### src/rtl/egress_pkg.sv
// ---------------------------------------------------------------------------
// egress_pkg
// Shared types and constants for the egress sink.
//   hdr_t   : header word layout {len[8:0], prio[2:0], dest[3:0]}
//   state_t : sink control states
// ---------------------------------------------------------------------------
package egress_pkg;

  localparam int HDR_LEN_W = 9;
  localparam int PORT_W    = 4;
  localparam int PRIO_W    = 3;
  localparam int DATA_W    = 16;

  typedef struct packed {
    logic [HDR_LEN_W-1:0] len;
    logic [PRIO_W-1:0]    prio;
    logic [PORT_W-1:0]    dest;
  } hdr_t;

  typedef enum logic [2:0] {
    IDLE,
    REQ,
    WAIT_SOP,
    HDR,
    BODY,
    DONE
  } state_t;

endpackage

### src/rtl/egress_sink_csum_acc.sv
// ---------------------------------------------------------------------------
// egress_csum_acc
// Running XOR of the payload words of one packet.
// Ports:
//   clk_i, rst_n_i : clock, asynchronous active-low reset
//   clr_i          : clear the accumulator (packet start)
//   vld_i, data_i  : payload word to fold in
//   acc_next_o     : accumulator value including the word presented this cycle
// ---------------------------------------------------------------------------
module egress_csum_acc
  import egress_pkg::*;
(
  input  logic              clk_i,
  input  logic              rst_n_i,
  input  logic              clr_i,
  input  logic              vld_i,
  input  logic [DATA_W-1:0] data_i,
  output logic [DATA_W-1:0] acc_next_o
);

  logic [DATA_W-1:0] acc_q;
  logic [DATA_W-1:0] acc_d;

  // acc_next_o is taken before the clear so a packet closed by a new sop
  // still reports its own checksum.
  always_comb begin
    acc_next_o = vld_i ? (acc_q ^ data_i) : acc_q;
    acc_d      = clr_i ? '0 : acc_next_o;
  end

  always_ff @(posedge clk_i or negedge rst_n_i) begin
    if (!rst_n_i) acc_q <= '0;
    else          acc_q <= acc_d;
  end

endmodule

### src/rtl/egress_sink.sv
// ---------------------------------------------------------------------------
// egress_sink
// Read-side endpoint for one hydra output port. Requests one packet at a
// time, parses the header word, streams the payload out and reports
// per-packet status, error flags and counters.
//
// Ports:
//   clk, rst_n          : clock, asynchronous active-low reset
//   en                  : allow new packet requests
//   ready               : one-cycle request pulse to the switch
//   rd_sop/rd_eop       : packet start / end pulses
//   rd_vld/rd_data      : header or payload word
//   out_vld/out_data    : registered payload word
//   out_first           : first payload word of a packet
//   pkt_done            : one-cycle end-of-packet status strobe
//   pkt_len/prio/dest   : received word count, header priority/destination
//   len_err/dest_err    : status flags, valid with pkt_done
//   proto_err           : pulse on a protocol violation
//   req_timeout         : pulse when a request is abandoned
//   pkt_cnt/err_cnt     : completed packets (wraps) / errored packets (sat)
// Optional (macro EGRESS_SINK_CSUM_EN):
//   exp_csum            : expected payload XOR, sampled at packet close
//   pkt_csum/csum_err   : payload XOR and mismatch flag, valid with pkt_done
// ---------------------------------------------------------------------------
module egress_sink
  import egress_pkg::*;
#(
  parameter int PORT_ID = 0,
  parameter int TIMEOUT = 64
) (
  input  logic                 clk,
  input  logic                 rst_n,
  input  logic                 en,
  output logic                 ready,
  input  logic                 rd_sop,
  input  logic                 rd_eop,
  input  logic                 rd_vld,
  input  logic [DATA_W-1:0]    rd_data,
  output logic                 out_vld,
  output logic [DATA_W-1:0]    out_data,
  output logic                 out_first,
  output logic                 pkt_done,
  output logic [HDR_LEN_W-1:0] pkt_len,
  output logic [PRIO_W-1:0]    pkt_prio,
  output logic [PORT_W-1:0]    pkt_dest,
  output logic                 len_err,
  output logic                 dest_err,
  output logic                 proto_err,
  output logic                 req_timeout,
  output logic [15:0]          pkt_cnt,
  output logic [15:0]          err_cnt
`ifdef EGRESS_SINK_CSUM_EN
  ,
  input  logic [DATA_W-1:0]    exp_csum,
  output logic [DATA_W-1:0]    pkt_csum,
  output logic                 csum_err
`endif
);

  localparam int                TMR_W   = (TIMEOUT > 1) ? $clog2(TIMEOUT + 1) : 1;
  localparam logic [PORT_W-1:0] MY_PORT = PORT_W'(PORT_ID);

  function automatic logic [HDR_LEN_W-1:0] sat_inc_len(input logic [HDR_LEN_W-1:0] v,
                                                       input logic inc);
    return (inc && (v != '1)) ? v + HDR_LEN_W'(1) : v;
  endfunction

  function automatic logic [15:0] sat_inc_16(input logic [15:0] v);
    return (v == 16'hFFFF) ? v : v + 16'd1;
  endfunction

  state_t                state_q, state_d;
  logic [TMR_W-1:0]      timer_q, timer_d;
  logic [HDR_LEN_W-1:0]  cnt_q, cnt_d, cnt_inc;
  logic                  first_q, first_d;
  hdr_t                  hdr_q, hdr_d, hdr_in;
  logic                  out_vld_q, out_vld_d;
  logic [DATA_W-1:0]     out_data_q, out_data_d;
  logic                  out_first_q, out_first_d;
  logic                  proto_q, proto_d;
  logic                  done_q;
  logic [HDR_LEN_W-1:0]  pkt_len_q;
  logic                  len_err_q, dest_err_q;
  logic [15:0]           pkt_cnt_q, err_cnt_q;

  logic                  tmo, close, enter_hdr, csum_mis, any_err;
  logic [HDR_LEN_W-1:0]  fin_len;
  logic                  fin_len_err, fin_dest_err;

  assign hdr_in  = hdr_t'(rd_data);
  assign cnt_inc = sat_inc_len(cnt_q, rd_vld);

  always_comb begin
    state_d      = state_q;
    timer_d      = timer_q;
    cnt_d        = cnt_q;
    first_d      = first_q;
    hdr_d        = hdr_q;
    out_vld_d    = 1'b0;
    out_data_d   = out_data_q;
    out_first_d  = 1'b0;
    proto_d      = 1'b0;
    tmo          = 1'b0;
    close        = 1'b0;
    enter_hdr    = 1'b0;
    fin_len      = cnt_q;
    fin_len_err  = 1'b0;
    fin_dest_err = 1'b0;
    case (state_q)
      IDLE: if (en) state_d = REQ;
      REQ: begin
        timer_d = TMR_W'(TIMEOUT);
        state_d = WAIT_SOP;
      end
      WAIT_SOP: begin
        // data or eop before sop is a violation; a vld coinciding with the
        // sop is dropped and flagged the same way
        proto_d = rd_vld | rd_eop;
        if (rd_sop) begin
          state_d   = HDR;
          enter_hdr = 1'b1;
        end else if (timer_q == '0) begin
          tmo     = 1'b1;
          state_d = IDLE;
        end else begin
          timer_d = timer_q - TMR_W'(1);
        end
      end
      HDR: begin
        if (rd_sop) begin
          // restart before any header: close an empty, short packet
          proto_d     = 1'b1;
          close       = 1'b1;
          fin_len     = '0;
          fin_len_err = 1'b1;
          enter_hdr   = 1'b1;
        end else if (rd_vld) begin
          hdr_d   = hdr_in;
          first_d = 1'b1;
          cnt_d   = '0;
          if (rd_eop) begin
            // header and eop together: a packet with no payload
            close        = 1'b1;
            fin_len      = '0;
            fin_len_err  = (hdr_in.len != '0);
            fin_dest_err = (hdr_in.dest != MY_PORT);
            state_d      = DONE;
          end else begin
            state_d = BODY;
          end
        end else if (rd_eop) begin
          proto_d = 1'b1;
          state_d = IDLE;
        end
      end
      BODY: begin
        if (rd_vld) begin
          out_vld_d   = 1'b1;
          out_data_d  = rd_data;
          out_first_d = first_q;
          first_d     = 1'b0;
          cnt_d       = cnt_inc;
        end
        // a word arriving with eop/sop belongs to the closing packet
        fin_len      = cnt_inc;
        fin_len_err  = (cnt_inc != hdr_q.len);
        fin_dest_err = (hdr_q.dest != MY_PORT);
        if (rd_sop) begin
          proto_d     = 1'b1;
          close       = 1'b1;
          fin_len_err = 1'b1;
          enter_hdr   = 1'b1;
          state_d     = HDR;
        end else if (rd_eop) begin
          close   = 1'b1;
          state_d = DONE;
        end
      end
      DONE:    state_d = IDLE;
      default: state_d = IDLE;
    endcase
    if (enter_hdr) cnt_d = '0;
  end

`ifdef EGRESS_SINK_CSUM_EN
  logic [DATA_W-1:0] acc_next;
  logic [DATA_W-1:0] pkt_csum_q;
  logic              csum_err_q;
  logic              acc_vld;

  assign acc_vld = (state_q == BODY) && rd_vld;

  egress_csum_acc u_csum (
    .clk_i      (clk),
    .rst_n_i    (rst_n),
    .clr_i      (enter_hdr),
    .vld_i      (acc_vld),
    .data_i     (rd_data),
    .acc_next_o (acc_next)
  );

  assign csum_mis = (acc_next != exp_csum);

  always_ff @(posedge clk or negedge rst_n) begin
    if (!rst_n) begin
      pkt_csum_q <= '0;
      csum_err_q <= 1'b0;
    end else if (close) begin
      pkt_csum_q <= acc_next;
      csum_err_q <= csum_mis;
    end
  end

  assign pkt_csum = pkt_csum_q;
  assign csum_err = csum_err_q;
`else
  assign csum_mis = 1'b0;
`endif

  assign any_err = fin_len_err | fin_dest_err | csum_mis;

  always_ff @(posedge clk or negedge rst_n) begin
    if (!rst_n) begin
      state_q     <= IDLE;
      timer_q     <= '0;
      cnt_q       <= '0;
      first_q     <= 1'b0;
      hdr_q       <= '0;
      out_vld_q   <= 1'b0;
      out_data_q  <= '0;
      out_first_q <= 1'b0;
      proto_q     <= 1'b0;
      done_q      <= 1'b0;
      pkt_len_q   <= '0;
      len_err_q   <= 1'b0;
      dest_err_q  <= 1'b0;
      pkt_cnt_q   <= '0;
      err_cnt_q   <= '0;
    end else begin
      state_q     <= state_d;
      timer_q     <= timer_d;
      cnt_q       <= cnt_d;
      first_q     <= first_d;
      hdr_q       <= hdr_d;
      out_vld_q   <= out_vld_d;
      out_data_q  <= out_data_d;
      out_first_q <= out_first_d;
      proto_q     <= proto_d;
      done_q      <= close;
      if (close) begin
        pkt_len_q  <= fin_len;
        len_err_q  <= fin_len_err;
        dest_err_q <= fin_dest_err;
        pkt_cnt_q  <= pkt_cnt_q + 16'd1;
        if (any_err) err_cnt_q <= sat_inc_16(err_cnt_q);
      end
    end
  end

  assign ready       = (state_q == REQ);
  assign req_timeout = tmo;
  assign out_vld     = out_vld_q;
  assign out_data    = out_data_q;
  assign out_first   = out_first_q;
  assign pkt_done    = done_q;
  assign pkt_len     = pkt_len_q;
  assign pkt_prio    = hdr_q.prio;
  assign pkt_dest    = hdr_q.dest;
  assign len_err     = len_err_q;
  assign dest_err    = dest_err_q;
  assign proto_err   = proto_q;
  assign pkt_cnt     = pkt_cnt_q;
  assign err_cnt     = err_cnt_q;

endmodule
### config.mk
export PLATFORM = sky130hd
export DESIGN_NAME = egress_sink
export DESIGN_NICKNAME = d
export VERILOG_FILES = /design/src/rtl/egress_pkg.sv /design/src/rtl/egress_sink_csum_acc.sv /design/src/rtl/egress_sink.sv
export SDC_FILE = /design/constraint.sdc
export NUM_CORES = 1
export LEC_CHECK = 0
export ABC_AREA = 1
export ABC_CLOCK_PERIOD_IN_PS = 3180
export CAP_MARGIN = 5
export CORE_ASPECT_RATIO = 1.75
export CORE_MARGIN = 10
export CORE_UTILIZATION = 54
export CTS_BUF_LIST = sky130_fd_sc_hd__clkbuf_8
export CTS_CLUSTER_SIZE = 20
export DETAILED_ROUTE_END_ITERATION = 16
export GPL_ROUTABILITY_DRIVEN = 0
export PLACE_DENSITY = 0.83
export SLEW_MARGIN = 20
export SYNTH_ARGS = -nofsm -noshare
export SYNTH_HDL_FRONTEND = slang
export SYNTH_SLANG_ARGS = --single-unit
### constraint.sdc
create_clock -name clk -period 3.18 [get_ports clk]
set_clock_uncertainty 0.05 [all_clocks]
set_input_delay 0.477 -clock clk [delete_from_list [all_inputs] [get_ports clk]]
set_output_delay 0.477 -clock clk [all_outputs]
set_load 0.01 [all_outputs]
==> results of run 1 <==
## synthesized netlist by cell type, drive strengths merged
master,n,share of area (%)
clkbuf,11,0.84
o41ai,1,0.18
or2,2,0.30
buf,11,1.8
a21oi,10,1.1
xor2,14,2.5
nor2,37,3.3
clkinv,1,0.18
nand4,4,0.51
o32ai,1,0.18
nand3b,3,0.46
nand2,170,14
nor3,12,1.3
o22ai,10,1.3
o211ai,1,0.15
a31oi,3,0.38
ha,6,1.5
xnor2,12,2.1
nor3b,3,0.46
nand3,58,6.0
o31ai,1,0.15
dfrtp,99,50
nor4,5,0.94
a211oi,1,0.15
inv,73,5.6
o21ai,44,4.5
o221ai,1,0.18
## power breakdown
part           internal [mW]  total [mW]  switching (mW)
registers               1.64        1.92           0.286
clock network          0.297       0.717           0.420
logic                  0.869        1.82           0.952
total                   2.80        4.46            1.66
## kinds of logic (layout without fill, tap and decap cells)
| family | after synthesis | after routing | synth area share (%) |
|---|---|---|---|
| compound gates | 73 | 73 | 8.20 |
| buf+inv | 96 | 191 | 8.40 |
| fa+ha+maj | 6 | 6 | 1.52 |
| simple gates | 294 | 294 | 27.0 |
| xor+xnor | 26 | 26 | 4.62 |
| flops | 99 | 99 | 50.3 |
## final cells by class
cell class                      instances  share of cell area (%)
Sequential cell                        99                    40.3
Clock buffer                           10                    2.24
Clock inverter                          5                   0.488
Timing Repair Buffer                  102                    16.6
Tap cell                              120                    2.44
Inverter                               74                    4.60
Multi-Input combinational cell        399                    33.3
## placed cells by master, fill, tap and decap left out, drive strengths merged
cell type        n
nor3            12
clkbuf          10
a211oi           1
clkinvlp         2
nor4             5
clkinv           4
nor3b            3
nand3b           3
o211ai           1
buf             10
o41ai            1
ha               6
o21ai           44
or2              2
o221ai           1
a21oi           10
nand2          170
o22ai           10
clkdlybuf4s50   92
xnor2           12
xor2            14
o32ai            1
nor2            37
dfrtp           99
o31ai            1
nand3           58
nand4            4
a31oi            3
inv             73
## through the flow
| stage | hold slack [ps] | cells | utilization [%] |
|---|---|---|---|
| floorplan | 131 | 594 | - |
| global placement | 411 | 794 | 66.5 |
| detailed placement | 411 | 794 | 66.5 |
| CTS | 121 | 809 | 68.4 |
| global route | 143 | 809 | 68.5 |
| finish | 102 | 809 | 68.5 |
## routing by layer
layer | vias up | wire (microns) | GRT usage, %
met5 | - | 0 | 0
met4 | 0 | 378 | 8.84
met3 | 26 | 661 | 4.93
met2 | 128 | 6450 | 32.8
met1 | 2037 | 4570 | 19.1
li1 | 2091 | - | -
## how the worst min path moves through the flow
stage	startpoint	to	slack, ps	depth (start not counted)
detailed placement	pkt_cnt[15]	pkt_cnt[15]	410	1
floorplan	rst_n	cnt_q[0]	130	0
CTS	rst_n	cnt_q[8]	120	2
finish	rst_n	pkt_len[1]	100	2
global placement	pkt_cnt[15]	pkt_cnt[15]	410	1
global route	rst_n	proto_err	140	2
## what timing repair did
| action | 4_1_cts | 5_1_grt |
|---|---|---|
| endpoints found under the hold margin | 0 | 0 |
| hold buffers | 0 | 0 |
| endpoints found under the setup margin | 0 | 11 |
| buffers inserted | 0 | 0 |
| gates resized for setup | 0 | 3 |
## sequential cells by signal, indices dropped and copies added, names as in the netlist
| signal | cells |
|---|---|
| err_cnt | 16 |
| out_data | 16 |
| pkt_cnt | 16 |
| cnt_q | 9 |
| hdr_q | 9 |
| pkt_len | 9 |
| timer_q | 7 |
| pkt_dest | 4 |
| pkt_prio | 3 |
| state_q | 3 |
| dest_err | 1 |
| first_q | 1 |
| len_err | 1 |
| out_first | 1 |
| out_vld | 1 |
| pkt_done | 1 |
| proto_err | 1 |
==> out/metrics.yaml, run 1 <==
crit_chain: "ha_1 > nand3_1 > nor4_2 > ha_1 > inv_2 > nand2_2 > o21ai_0 > nand2_1 > nand2_1 > nand3_1 > nor2_1 > nand3_1 > nand2_1 > nand2_1 > nand2_1 > nand2_2 > buf_12 > nand3_1 > nand2_1"
peakVddDrop_v: 0.000527
finalInstanceArea_sq_um: 6150
cts_buffers: 9
syn_area_sq_um: 4930
clkLatencyLatePin_ps: 370
crit_path_end_kind: "flip-flop"
fp.dieH_microns: 146
arrival_ps: 3030
setup_viol: 0
hpwl_microns: 9250
wl_per_cell_microns: 14.9
hold_violations: 0
rr_worst_depth: 19
yosys_warnings: 0
fin_crit_sh_pct: 88.7
ys_ff_latch: 99
p_per_area_nw_per_um2: 725
clk_pin_slew_ps: 90
crit_required_ps: 3390
timing.rr.end: "err_cnt[1]"
avgSynthCellArea_sq_um: 8.30
antenna_found_initial: 0
wl_microns: 12100
rsz0062_at_grt: "no"
critical_path_depth: 19
finalPower_mw: 4.46
grt_pass1_wl_microns: 20400
fillCellCount: 772
grt_remaining_overflow: 0
period_minus_slack_ps: 2820
multiInputGateArea_sq_um: 2050
dieWidth_microns: 92.2
start_util_pct: 54.9
drive_gt1_share_pct: 7.40
cp_common_cell: "nand2_1"
clockBufferDepth: 2
io_buffers: 93
crit_path_end: "err_cnt[1]"
synth_nets: 622
final_nets: 713
max_stage_delay_ps: 390
first_pass_iters: 5
cts.sinks: 99
n_antenna_cell: 0
grt_pass1_vias: 4328
final_max_slew_viol_count: 0
cts_tree: "done"
register_area_sq_um: 2480
drt_iter0_drc: 233
dieArea_sq_um: 13500
fp-row-count: 46
drv_cap: 0
crit_family: "simple AND/OR/NAND/NOR gates"
worstMarginPinSlew_ps: 767
timing.max_slew.rel_slack_pct: 48.8
synth.distinct_cells: 38
min_path_type: "input port to asynchronous set/reset pin"
seq_area_frac_synth_pct: 50.3
htreeDepth: 3
grt_start_max_net_pins: 100
path_buf_inv: 2
via_count: 4282
ant_nets: 0
rr_startpoint: "cnt_q[0]"
root_buffer: "clkbuf_8"
fmax_ghz: 0.354
grt.total_usage_pct: 18.4
critical_path_class: "flip-flop to flip-flop"
core-area_sq_um: 8980
pre_cts_slack_ps: 171
leakage_nw: 2.90
vias_per_cell: 5.29
drc: 0
dpl-instance-area_sq_um: 5970
postLayoutSetupSlackWorst_ps: 358
reg2reg_slack_ps: 360
outcome: "finished, final reports clean"
ios: 94
cp_max_fo: 17
crit_start: "cnt_q[0]"
crit_slowest_cell: "dfrtp_1"
startpoint_type: "flip-flop"
syn2layout_area_growth_pct: 24.7
syn_inst: 594
tns_ps: 0
Note: power is estimated with default switching activity, not from simulation.
==> inputs of run 2 (changes only) <==
- SKIP_CTS_REPAIR_TIMING: unset -> 1
==> results of run 2 <==
Final layout, timing and power as in run 1 (identical DEF).
==> inputs of run 3 (changes only) <==
- RECOVER_POWER: unset -> 100
==> out/metrics.yaml, run 3 (synthesized netlist as in run 1, its figures left out) <==
cts.sinks: 99
crit_family: "simple AND/OR/NAND/NOR gates"
hold_violations: 0
dpl-instance-area_sq_um: 5970
placedCellCount: 794
clockBufferDepth: 2
htreeDepth: 3
dieWidth_microns: 92.2
crit_required_ps: 3390
finalInstanceArea_sq_um: 6090
worstMarginPinSlew_ps: 2370
arrival_ps: 3110
dieArea_sq_um: 13500
mostFrequentLayoutCell: "nand2_1"
p_per_area_nw_per_um2: 714
fin_crit_sh_pct: 91.1
start_util_pct: 54.9
clkLatencyLatePin_ps: 370
startpoint_type: "input port"
ant_nets: 0
timing.max_slew.rel_slack_pct: -57.8
drt-met1-wl_microns: 4580
grt_remaining_overflow: 0
fin_cells: 809
hpwl_microns: 9250
drc: 0
drv_cap: 1
highest_layer: "met4"
fp-row-count: 46
io_buffers: 93
min_path_type: "flip-flop to flip-flop"
layout_common_cells: "nand2_1 (161), dfrtp_1 (99), inv_1 (71), nand3_1 (57), dlygate4sd3_1 (47)"
core-area_sq_um: 8980
antenna_found_initial: 0
grt_start_max_net_pins: 100
drt_iter0_drc: 221
path_buf_inv: 2
root_buffer: "clkbuf_8"
vias_per_cell: 5.29
via_count: 4279
clk_pin_slew_ps: 90
ios: 94
critical_path_class: "input port to flip-flop"
final_nets: 713
cts_tree: "done"
first_pass_iters: 5
wl_microns: 12000
finalPower_mw: 4.35
final_max_slew_viol_count: 100
grt_pass1_vias: 4328
cp_common_cell: "nand2_1"
crit_chain: "dlygate4sd3_1 > nand2_1 > inv_1 > nor2_1 > nand2_2 > nand2_1 > or2_0 > nor4_4 > nand2_1 > nor2_1 > nand2_2 > xnor2_1"
max_stage_delay_ps: 790
setup_viol: 0
wl_met2_microns: 6440
cp_max_fo: 10
crit_slowest_cell: "dlygate4sd3_1"
violations: "max-capacitance violations, max-slew violations"
wl_met3_microns: 608
fp.dieH_microns: 146
rsz0062_at_grt: "no"
grt_pass1_wl_microns: 20400
fin_util_pct: 67.8
cts_buffers: 9
n_antenna_cell: 0
leakage_nw: 2.95
period_minus_slack_ps: 2900
grt.total_usage_pct: 18.4
peakVddDrop_v: 0.000500
tns_ps: 0
syn2layout_area_growth_pct: 23.5
wl_per_cell_microns: 14.9
outcome: "complete, but fails checks"
drive_gt1_share_pct: 5.95
fmax_ghz: 0.345
crit_path_end_kind: "flip-flop"
[run 3: worst register-to-register path: cells and delay by family (launching register included)]
| kind | cells | cell delay [ps] |
|---|---|---|
| flip-flops | 1 | 390 |
| adder cells (fa/ha/maj) | 2 | 440 |
| AND/OR/NAND/NOR | 18 | 1750 |
| buffers and inverters | 1 | 110 |
[run 3: metrics by stage]
stage,worst slack (ps),hold WS [ps]
5_1_grt,36.2,447
6_report,282,417
3_5_place_dp,171,411
3_3_place_gp,223,411
2_1_floorplan,703,131
4_1_cts,339,121
[run 3: cell type report]
type	count	area [sq um]
clock inverters	5	30.0
well taps	120	150
fillers	781	2890
clock buffers	10	138
multi-input cells	399	2010
inverters	74	283
flip-flops and latches	99	2480
repair buffers	102	998
[run 3: worst paths after layout]
check                      cells after the start     endpoint  slack, ps         from
setup / recovery                              12  pkt_cnt[15]        280       rd_vld
hold / removal                                 1  pkt_cnt[15]        420  pkt_cnt[15]
setup reg to reg                              21  err_cnt[11]        400     cnt_q[0]
hold reg to reg                                1  pkt_cnt[15]        420  pkt_cnt[15]
max in group asynchronous                      2     cnt_q[7]        830        rst_n
min in group asynchronous                      2   pkt_cnt[4]        860        rst_n
[run 3: layer usage]
| metal | GRT usage [%] | up-vias |
|---|---|---|
| li1 | - | 2091 |
| met1 | 19.1 | 2038 |
| met2 | 32.8 | 120 |
| met3 | 4.93 | 30 |
| met4 | 8.84 | 0 |
| met5 | 0 | - |
[run 3: power by group]
| group | internal (mW) | switching (mW) |
|---|---|---|
| logic | 0.778 | 0.941 |
| registers | 1.64 | 0.277 |
| clock network | 0.297 | 0.419 |
